--- config.mk ---
export PLATFORM = sky130hd
export DESIGN_NAME = muldiv_sequencer_flat
export DESIGN_NICKNAME = d
export VERILOG_FILES = /design/src/rtl/muldiv_sequencer_pkg.sv /design/src/rtl/muldiv_sequencer_if.sv /design/src/rtl/muldiv_sequencer_datapath.sv /design/src/rtl/muldiv_sequencer.sv /design/src/flat_wrapper.sv
export SDC_FILE = /design/constraint.sdc
export NUM_CORES = 1
export LEC_CHECK = 0
export ABC_CLOCK_PERIOD_IN_PS = 7000
export BUFFER_PORTS_ARGS = -buffer_cell sky130_fd_sc_hd__buf_4
export CAP_MARGIN = 25
export CORE_MARGIN = 4
export CORE_UTILIZATION = 55
export CTS_CLUSTER_DIAMETER = 50
export DETAILED_ROUTE_END_ITERATION = 10
export HOLD_SLACK_MARGIN = 0.08
export PLACE_DENSITY = 0.77
export SLEW_MARGIN = 5
export SYNTH_ARGS = -nofsm -noshare
export SYNTH_HDL_FRONTEND = slang
export SYNTH_SLANG_ARGS = --single-unit
--- constraint.sdc ---
create_clock -name clk -period 7 [get_ports clk]
set_clock_uncertainty 0.05 [all_clocks]
set_input_delay 0.7 -clock clk [delete_from_list [all_inputs] [get_ports clk]]
set_output_delay 0.7 -clock clk [all_outputs]
set_load 0.01 [all_outputs]
--- src/rtl/muldiv_sequencer_pkg.sv ---
// Shared definitions for the HI/LO multiply/divide engine of the MIPS core.
// Holds the ALU control opcodes, the engine FSM encoding and the default operand width.
package muldiv_sequencer_pkg;

    localparam int WIDTH_DEF = 32;

    // ALU control encoding; the engine only acts on MULT and DIV.
    typedef enum logic [3:0] {
        ALU_AND  = 4'b0000,
        ALU_OR   = 4'b0001,
        ALU_ADD  = 4'b0010,
        ALU_SUB  = 4'b0110,
        ALU_SLT  = 4'b0111,
        ALU_MULT = 4'b1000,
        ALU_DIV  = 4'b1001
    } alu_op_e;

    typedef enum logic [1:0] {
        ST_IDLE,
        ST_MUL,
        ST_DIV,
        ST_DONE
    } md_state_e;

endpackage

--- src/rtl/muldiv_sequencer_if.sv ---
// Control-unit <-> mult/div engine bundle: start handshake, operands,
// MTHI/MTLO write port, and busy/done/HI/LO/status outputs.
interface muldiv_sequencer_if #(
    parameter int WIDTH = 32
);
    logic             start_valid;
    logic             start_ready;
    logic [3:0]       alu_control;
    logic [WIDTH-1:0] alu_srcA;
    logic [WIDTH-1:0] alu_srcB;
    logic             hi_we;
    logic             lo_we;
    logic [WIDTH-1:0] wr_data;
    logic             busy;
    logic             done;
    logic [WIDTH-1:0] hi;
    logic [WIDTH-1:0] lo;
    logic             div_by_zero;
    logic             illegal_op;

    // Control unit side.
    modport master (
        output start_valid, alu_control, alu_srcA, alu_srcB,
        output hi_we, lo_we, wr_data,
        input  start_ready, busy, done, hi, lo,
        input  div_by_zero, illegal_op
    );

    // Engine side.
    modport slave (
        input  start_valid, alu_control, alu_srcA, alu_srcB,
        input  hi_we, lo_we, wr_data,
        output start_ready, busy, done, hi, lo,
        output div_by_zero, illegal_op
    );
endinterface

--- src/rtl/muldiv_sequencer_datapath.sv ---
// Iterative working registers for shift-add multiply and restoring divide.
// Ports: load/load_div/a_in/b_in seed an op, step/step_div advance one bit; nxt_hi/nxt_lo give the post-step value.
module muldiv_sequencer_datapath #(
    parameter int WIDTH = 32
) (
    input  logic             clk,
    input  logic             rst,
    input  logic             load,
    input  logic             load_div,
    input  logic             step,
    input  logic             step_div,
    input  logic [WIDTH-1:0] a_in,
    input  logic [WIDTH-1:0] b_in,
    output logic [WIDTH-1:0] nxt_hi,
    output logic [WIDTH-1:0] nxt_lo
);

    // acc_hi: accumulator upper half / remainder.
    // acc_lo: accumulator lower half / dividend shifting into quotient.
    // opb:    multiplicand / divisor.  mplr: multiplier.
    logic [WIDTH-1:0] acc_hi_q, acc_hi_d;
    logic [WIDTH-1:0] acc_lo_q, acc_lo_d;
    logic [WIDTH-1:0] opb_q, opb_d;
    logic [WIDTH-1:0] mplr_q, mplr_d;

    logic [WIDTH:0]   add_a;
    logic [WIDTH+1:0] add_r;
    logic [WIDTH:0]   mul_sum;
    logic             ge;

    always_comb begin
        add_a   = '0;
        add_r   = '0;
        mul_sum = '0;
        ge      = 1'b0;
        nxt_hi  = acc_hi_q;
        nxt_lo  = acc_lo_q;

        if (step_div) begin
            add_a = {acc_hi_q, acc_lo_q[WIDTH-1]};
        end else begin
            add_a = {1'b0, acc_hi_q};
        end

        // Single adder: XOR/carry-in turns it into a subtractor for divide;
        // the extra top bit is the borrow.
        add_r = {1'b0, add_a}
              + ({2'b00, opb_q} ^ {(WIDTH+2){step_div}})
              + {{(WIDTH+1){1'b0}}, step_div};

        if (step_div) begin
            ge     = ~add_r[WIDTH+1];
            nxt_hi = ge ? add_r[WIDTH-1:0] : add_a[WIDTH-1:0];
            nxt_lo = {acc_lo_q[WIDTH-2:0], ge};
        end else begin
            mul_sum = mplr_q[0] ? add_r[WIDTH:0] : {1'b0, acc_hi_q};
            nxt_hi  = mul_sum[WIDTH:1];
            nxt_lo  = {mul_sum[0], acc_lo_q[WIDTH-1:1]};
        end
    end

    always_comb begin
        acc_hi_d = acc_hi_q;
        acc_lo_d = acc_lo_q;
        opb_d    = opb_q;
        mplr_d   = mplr_q;
        if (load) begin
            acc_hi_d = '0;
            acc_lo_d = load_div ? a_in : '0;
            opb_d    = load_div ? b_in : a_in;
            mplr_d   = b_in;
        end else if (step) begin
            acc_hi_d = nxt_hi;
            acc_lo_d = nxt_lo;
            mplr_d   = mplr_q >> 1;
        end
    end

    always_ff @(posedge clk or posedge rst) begin
        if (rst) begin
            acc_hi_q <= '0;
            acc_lo_q <= '0;
            opb_q    <= '0;
            mplr_q   <= '0;
        end else begin
            acc_hi_q <= acc_hi_d;
            acc_lo_q <= acc_lo_d;
            opb_q    <= opb_d;
            mplr_q   <= mplr_d;
        end
    end

endmodule

--- src/rtl/muldiv_sequencer.sv ---
// Multi-cycle unsigned MULT/DIV engine owning HI/LO; FSM, iteration count, handshake.
// Ports: clk, rst (async high), bus (slave modport: start handshake, MTHI/MTLO, hi/lo/done/status).
module muldiv_sequencer
    import muldiv_sequencer_pkg::*;
#(
    parameter int         WIDTH   = WIDTH_DEF,
    parameter logic [3:0] OP_MULT = ALU_MULT,
    parameter logic [3:0] OP_DIV  = ALU_DIV
) (
    input  logic               clk,
    input  logic               rst,
    muldiv_sequencer_if.slave  bus
);

    localparam int CW = $clog2(WIDTH);

    md_state_e        state_q, state_d;
    logic [CW-1:0]    cnt_q, cnt_d;
    logic [WIDTH-1:0] hi_q, hi_d;
    logic [WIDTH-1:0] lo_q, lo_d;
    logic             dbz_q, dbz_d;
    logic             ill_q, ill_d;

    logic             accept;
    logic             last;
    logic             dp_load, dp_load_div, dp_step, dp_step_div;
    logic [WIDTH-1:0] nxt_hi, nxt_lo;

    assign accept = bus.start_valid && (state_q == ST_IDLE);
    assign last   = (cnt_q == CW'(WIDTH-1));

    always_comb begin
        state_d     = state_q;
        cnt_d       = cnt_q;
        hi_d        = hi_q;
        lo_d        = lo_q;
        dbz_d       = dbz_q;
        ill_d       = 1'b0;
        dp_load     = 1'b0;
        dp_load_div = 1'b0;
        dp_step     = 1'b0;
        dp_step_div = (state_q == ST_DIV);

        unique case (state_q)
            ST_IDLE: begin
                if (bus.hi_we) hi_d = bus.wr_data;
                if (bus.lo_we) lo_d = bus.wr_data;
                if (accept) begin
                    if (bus.alu_control == OP_MULT) begin
                        state_d = ST_MUL;
                        cnt_d   = '0;
                        dbz_d   = 1'b0;
                        dp_load = 1'b1;
                    end else if (bus.alu_control == OP_DIV) begin
                        if (bus.alu_srcB == '0) begin
                            // No iterations: report and finish immediately.
                            state_d = ST_DONE;
                            hi_d    = '0;
                            lo_d    = '0;
                            dbz_d   = 1'b1;
                        end else begin
                            state_d     = ST_DIV;
                            cnt_d       = '0;
                            dbz_d       = 1'b0;
                            dp_load     = 1'b1;
                            dp_load_div = 1'b1;
                        end
                    end else begin
                        ill_d = 1'b1;
                    end
                end
            end
            ST_MUL, ST_DIV: begin
                dp_step = 1'b1;
                cnt_d   = cnt_q + 1'b1;
                if (last) begin
                    // Final step result goes straight into HI/LO.
                    state_d = ST_DONE;
                    hi_d    = nxt_hi;
                    lo_d    = nxt_lo;
                end
            end
            ST_DONE: begin
                state_d = ST_IDLE;
            end
        endcase
    end

    always_ff @(posedge clk or posedge rst) begin
        if (rst) begin
            state_q <= ST_IDLE;
            cnt_q   <= '0;
            hi_q    <= '0;
            lo_q    <= '0;
            dbz_q   <= 1'b0;
            ill_q   <= 1'b0;
        end else begin
            state_q <= state_d;
            cnt_q   <= cnt_d;
            hi_q    <= hi_d;
            lo_q    <= lo_d;
            dbz_q   <= dbz_d;
            ill_q   <= ill_d;
        end
    end

    muldiv_sequencer_datapath #(
        .WIDTH(WIDTH)
    ) u_dp (
        .clk      (clk),
        .rst      (rst),
        .load     (dp_load),
        .load_div (dp_load_div),
        .step     (dp_step),
        .step_div (dp_step_div),
        .a_in     (bus.alu_srcA),
        .b_in     (bus.alu_srcB),
        .nxt_hi   (nxt_hi),
        .nxt_lo   (nxt_lo)
    );

    assign bus.start_ready = (state_q == ST_IDLE);
    assign bus.busy        = (state_q != ST_IDLE);
    assign bus.done        = (state_q == ST_DONE);
    assign bus.hi          = hi_q;
    assign bus.lo          = lo_q;
    assign bus.div_by_zero = dbz_q;
    assign bus.illegal_op  = ill_q;

endmodule

--- src/flat_wrapper.sv ---
// flat-port wrapper written by rule: the top's interface ports become plain ports
module muldiv_sequencer_flat import muldiv_sequencer_pkg::*;
#(
    parameter int         WIDTH   = WIDTH_DEF,
    parameter logic [3:0] OP_MULT = ALU_MULT,
    parameter logic [3:0] OP_DIV  = ALU_DIV
)
  (clk, rst, bus_start_valid, bus_alu_control, bus_alu_srcA, bus_alu_srcB, bus_hi_we, bus_lo_we, bus_wr_data, bus_start_ready, bus_busy, bus_done, bus_hi, bus_lo, bus_div_by_zero, bus_illegal_op);
  muldiv_sequencer_if #(.WIDTH(WIDTH)) bus_i ();
  input  logic clk;
  input  logic rst;
  input wire logic [$bits(bus_i.start_valid)-1:0] bus_start_valid;
  input wire logic [$bits(bus_i.alu_control)-1:0] bus_alu_control;
  input wire logic [$bits(bus_i.alu_srcA)-1:0] bus_alu_srcA;
  input wire logic [$bits(bus_i.alu_srcB)-1:0] bus_alu_srcB;
  input wire logic [$bits(bus_i.hi_we)-1:0] bus_hi_we;
  input wire logic [$bits(bus_i.lo_we)-1:0] bus_lo_we;
  input wire logic [$bits(bus_i.wr_data)-1:0] bus_wr_data;
  output wire logic [$bits(bus_i.start_ready)-1:0] bus_start_ready;
  output wire logic [$bits(bus_i.busy)-1:0] bus_busy;
  output wire logic [$bits(bus_i.done)-1:0] bus_done;
  output wire logic [$bits(bus_i.hi)-1:0] bus_hi;
  output wire logic [$bits(bus_i.lo)-1:0] bus_lo;
  output wire logic [$bits(bus_i.div_by_zero)-1:0] bus_div_by_zero;
  output wire logic [$bits(bus_i.illegal_op)-1:0] bus_illegal_op;
  assign bus_i.start_valid = bus_start_valid;
  assign bus_i.alu_control = bus_alu_control;
  assign bus_i.alu_srcA = bus_alu_srcA;
  assign bus_i.alu_srcB = bus_alu_srcB;
  assign bus_i.hi_we = bus_hi_we;
  assign bus_i.lo_we = bus_lo_we;
  assign bus_i.wr_data = bus_wr_data;
  assign bus_start_ready = bus_i.start_ready;
  assign bus_busy = bus_i.busy;
  assign bus_done = bus_i.done;
  assign bus_hi = bus_i.hi;
  assign bus_lo = bus_i.lo;
  assign bus_div_by_zero = bus_i.div_by_zero;
  assign bus_illegal_op = bus_i.illegal_op;
  muldiv_sequencer #(.WIDTH(WIDTH), .OP_MULT(OP_MULT), .OP_DIV(OP_DIV)) u_core (.clk(clk), .rst(rst), .bus(bus_i));
endmodule
Word level (Yosys, flattened, before mapping):

Cells that the tools add are included.

* reductions and logical operators: 12
* bitwise gates (word level): 2
* multiplexer cells: 54
* shifts and indexed selects: 0
* order comparisons: 0
* div/mod/pow operators: 0
* multipliers: 0
* equal/unequal tests: 10
* add/subtract/negate cells: 3

Operator list (number)
* 2-to-1 mux 32 bit: 23
* case mux 32 bit (2 select lines): 2
* 2-to-1 mux 33 bit: 2
* adder 33 x 34 -> 34 bit: 1
* adder 34 x 1 -> 34 bit: 1
* XOR 32 x 34 -> 34 bit: 1
* zero test 32 bit: 1
* 2-to-1 mux 5 bit: 4
* 2-to-1 mux 1 bit: 17
* case mux 5 bit (2 select lines): 1
* equality test 4 bit, second input constant: 2
* 2-to-1 mux 2 bit: 4
* nonzero test 2 bit: 4
* case mux 2 bit (3 select lines): 1
* AND reduction 3 bit: 2
* adder 5 x 1 -> 5 bit, second input constant: 1
* equality test 5 bit, second input constant: 1
* equality test 2 bit, second input constant: 2
* != test 2 x 1 -> 1 bit, second input constant: 2
* AND reduction 4 bit: 1
* != test 3 x 1 -> 1 bit, second input constant: 1
* != test 3 x 2 -> 1 bit, second input constant: 1
* equality test 2 x 1 -> 1 bit, second input constant: 1
* zero test 2 bit: 1
* other kinds (4): 4

* memories: 0
* latch bits: 0
* memory bits (writable): 0
* logic and storage cells: 91
* memory bits (read-only): 0
* bits of input ports: 105
* register bits: 201

Depth between registers and ports, before layout:

* word-level depth: 8
* mapped depth: 19

Hierarchy:

From an unflattened synthesis, not the netlist that was laid out.

* cell total of the unflattened synthesis: 1568
* area, all modules: 13371.6 sq um

Modules (own cells, without submodules)
* muldiv_sequencer_datapath: area an instance 9725.6 sq um, sequential area each 3203.1 sq um, cells an instance 1138, instances 1
* muldiv_sequencer: area an instance 3646.0 sq um, sequential area each 1826.8 sq um, cells an instance 430, instances 1

Worst setup path after synthesis:

OpenSTA, ideal clock, no wires.

* path type: reg2reg
* start point: reg u_core.state_q[0]
* end point: reg u_core.hi_q[19], in the netlist u_core.bus.hi[19]
* arrival time: 4.225 ns
* cell stages (with the launch flop): 19
* path slack: 2.599 ns
* period minus slack after synthesis: 4.401 ns
* required time: 6.824 ns
* setup time: 0.126 ns
* cells stage by stage: dfrtp_1 inv_1 ha_1 buf_1 clkbuf_1 clkbuf_1 buf_2 xor2_1 ha_1 clkbuf_1 a21oi_1 o21ai_1 a221oi_1 o211ai_1 o21ai_2 buf_6 mux2_2 a32oi_1 o21ai_1

* word-level cells in the longest chain between the ends: 8
* elaborated cells between the ends (all ways): 18

RTL lines
* start, declared: line muldiv_sequencer.sv:17 `md_state_e state_q, state_d;`
* start signal, assigned: line muldiv_sequencer.sv:98 `state_q <= state_d;`
* equality test 2 bit: line muldiv_sequencer.sv:42, muldiv_sequencer.sv:44
* 2-to-1 mux 33 bit or XOR 32 x 34 -> 34 bit (tied branches): line muldiv_sequencer_datapath.sv:39, muldiv_sequencer_datapath.sv:48
* adder 33 x 34 -> 34 bit: line muldiv_sequencer_datapath.sv:48 `+ ({2'b00, opb_q} ^ {(WIDTH+2){step_div}})`
* adder 34 x 1 -> 34 bit: line muldiv_sequencer_datapath.sv:49 `+ {{(WIDTH+1){1'b0}}, step_div};`
* 2-to-1 mux 33 bit or 2-to-1 mux 32 bit (tied branches): line muldiv_sequencer_datapath.sv:56, muldiv_sequencer_datapath.sv:53
* 2-to-1 mux 32 bit: line muldiv_sequencer_datapath.sv:51 `if (step_div) begin`
* 2-to-1 mux 32 bit: line muldiv_sequencer.sv:76 `if (last) begin`
* case mux 32 bit (2 select lines): line muldiv_sequencer.sv:44 `unique case (state_q)`
* end signal, assigned: line muldiv_sequencer.sv:100 `hi_q <= hi_d;`
* end, declared: line muldiv_sequencer.sv:19 `logic [WIDTH-1:0] hi_q, hi_d;`

Several ways; a longest one is shown, not always the timed one. The select of a mux whose other input is x is not followed.
A chain may end at the register's enable or synchronous reset.

Worst setup path after layout:

* start point: reg u_core.state_q[0]
* end point: reg u_core.hi_q[12], in the netlist u_core.bus.hi[12]

The elaborated chain is that of the path after synthesis.

==> qor.txt <==
Status = finished clean
Root Driver = clkbuf_16
Critical path capture point = u_core.bus.hi[12]
Setup repair bufs after CTS = 0
Slew headroom = 38.3%
Yosys reg bits = 201
Post-DRT Antenna Nets = 0
Fin. Hold Viols = 0
GRT Total Usage = 31.6%
MaxCap Viol Count = 0
Post-CTS resize count = 0
Cell accounting for the most synthesized area = dfrtp_1
Crit Path Max Fanout = 59
Sequential cell area fraction in the yosys report = 39.1%
Share of the synthesized area in the top cell type = 39.1%
Die footprint = 25900 um^2
Initial DRC count = 1217
Hold_buf cts = 0
Die extent in x = 161 um
Synthesized Nets = 1611
Vias in the first global route = 12000
Starting Density = 56.3%
Synth async-reset ratio = 100%
Start point of the critical path = u_core.state_q[0]
Final GP Congestion = 0.952
First-pass GRT wire length = 66000 um
Synth warn = 0
Hpwl dp = 30400 um
Total Routed Length = 42200 um
Worst r2r src = u_core.state_q[0]
CTS tree = built
Fin Setup TNS = 0 ps
Final-stage net count = 1720
Core Box Area = 22800 um^2
DRC = 0
Critical Path AT = 5280 ps
Element type at the critical path end = flip-flop
Synthesized area = 12900 um^2
Overflow after GRT = 0
RSZ-0062 raised after global routing = no
Mapped Cells = 1468
Clock transition at path regs = 60 ps
Largest net degree at the start of global routing = 133
WP data required = 7330 ps
Top FF cell, synth = dfrtp_1
CTS H-tree lvls = 1
Clock Latency Late Sink = 530 ps
Vias = 12200
Initial antenna violation count = 0
Fmax = 202 MHz
Most common cell in the netlist = nand2_1
Reg2Reg Depth = 14
Post-synth top cells = nand2_1 (233), dfrtp_1 (201), o21ai_0 (165)
Total CTS buffers = 24
Minimum clock period after layout = 4950 ps
Slew @ Worst Pin = 926 ps
Pins over their slew limit = 0
Ranking of synthesized cells by area = dfrtp_1 (39%), nand2_1 (6.8%), mux2_2 (6.5%)
Setup-failing EPs final = 0
PortBufs = 173
Routed vias/inst = 6.37
Distinct cells, synth = 71
Layout cell share with drive strength beyond 1 = 21.0%
Die height = 161 um
Diode count = 0
EDFF count, synth = 0
Area Growth Syn to Fin = 17.9%
Final period util = 70.7%
Num ports = 174
Mean Syn Cell Area = 8.76 um^2
Crit Path Category = reg2reg
Setup slack, reg-to-reg = 2050 ps
CTS Buffer Depth = 3
Row count = 55
Reg-to-Reg End = u_core.bus.hi[12]
Startpoint types = flip-flop
DR pass1 iterations = 6
Routed len/inst = 22.1 um
Hold Path Class = in2async
Sink Count = 201
==> flip-flops by register name (all words and copies together), names as in the netlist <==
name,count
u_core.bus.lo,32
u_core.state_q,2
u_core.bus.hi,32
u_core.u_dp.mplr_q,32
u_core.u_dp.acc_lo_q,32
u_core.bus.div_by_zero,1
u_core.u_dp.opb_q,32
u_core.u_dp.acc_hi_q,32
u_core.cnt_q,5
u_core.bus.illegal_op,1
==> critical path, stage by stage, from the launching register on <==
cell,delay (ps)
dfrtp_1,380
inv_1,200
ha_4,740
mux2i_1,380
inv_1,90
ha_1,310
and3b_1,160
o21ai_0,380
a31o_2,300
a211oi_2,130
o21ai_4,640
buf_4,390
o21ai_0,170
a211oi_1,240
o21ai_0,170
==> stage by stage <==
step	setup WS (ps)	cells	hold slack (ps)	instance area [um^2]	util, %
floorplan	768	1468	404	12900	-
global placement	2230	1863	413	14300	62.8
detailed placement	2190	1863	423	14300	62.8
CTS	2150	1907	327	15100	66.3
global route	1800	1908	338	15200	66.4
finish	2050	1908	325	15200	66.4
==> metal layers <==
metal	share of wire, %	track usage, %
met1	40	41.9
met2	47	52.4
met3	7.9	4.80
met4	4.6	12.4
met5	0	0
==> final cells by class <==
| class | instances | area, um^2 |
|---|---|---|
| clock buffer | 32 | 671 |
| clock inverter | 12 | 134 |
| multi-input combinational | 1139 | 7400 |
| sequential | 201 | 5030 |
| timing repair buffer | 194 | 1470 |
| inverter | 17 | 71.3 |
| fill | 1948 | 7680 |
| tap | 313 | 392 |
==> cells in the final DEF, fill, tap and decap left out, drive strengths merged, types with 13 or more instances in the layout <==
cell type / instances
inv: 17
a22oi: 85
a21o: 13
mux2i: 63
xnor2: 16
a211oi: 14
nand3: 19
xor2: 47
o41ai: 28
mux2: 75
ha: 37
buf: 194
a21oi: 95
nor2: 106
o21ai: 169
dfrtp: 201
nand2: 233
clkbuf: 32
==> kinds of logic (layout without fill, tap and decap cells) <==
kind of cell / count (synthesis) / after routing / share of synthesized area [%]
fa+ha+maj: 38 / 38 / 3.75
buf+inv: 128 / 255 / 3.93
mux: 138 / 138 / 11.5
compound gates: 480 / 480 / 23.7
xor+xnor: 63 / 63 / 4.29
flops: 201 / 201 / 39.1
simple gates: 420 / 420 / 13.7
==> how the worst min path moves through the flow <==
stage | from | endpoint | slack, ps
finish | rst | u_core.bus.lo[20] | 330
global route | bus_alu_srcA[8] | u_core.u_dp.acc_lo_q[8] | 340
CTS | bus_alu_srcA[8] | u_core.u_dp.acc_lo_q[8] | 330
detailed placement | u_core.bus.lo[28] | u_core.bus.lo[28] | 420
global placement | u_core.bus.lo[30] | u_core.bus.lo[30] | 410
floorplan | u_core.cnt_q[4] | u_core.cnt_q[4] | 400
Power is not shown: default switching activity piles up to over one toggle a cycle in this logic, so the estimate is an artifact.
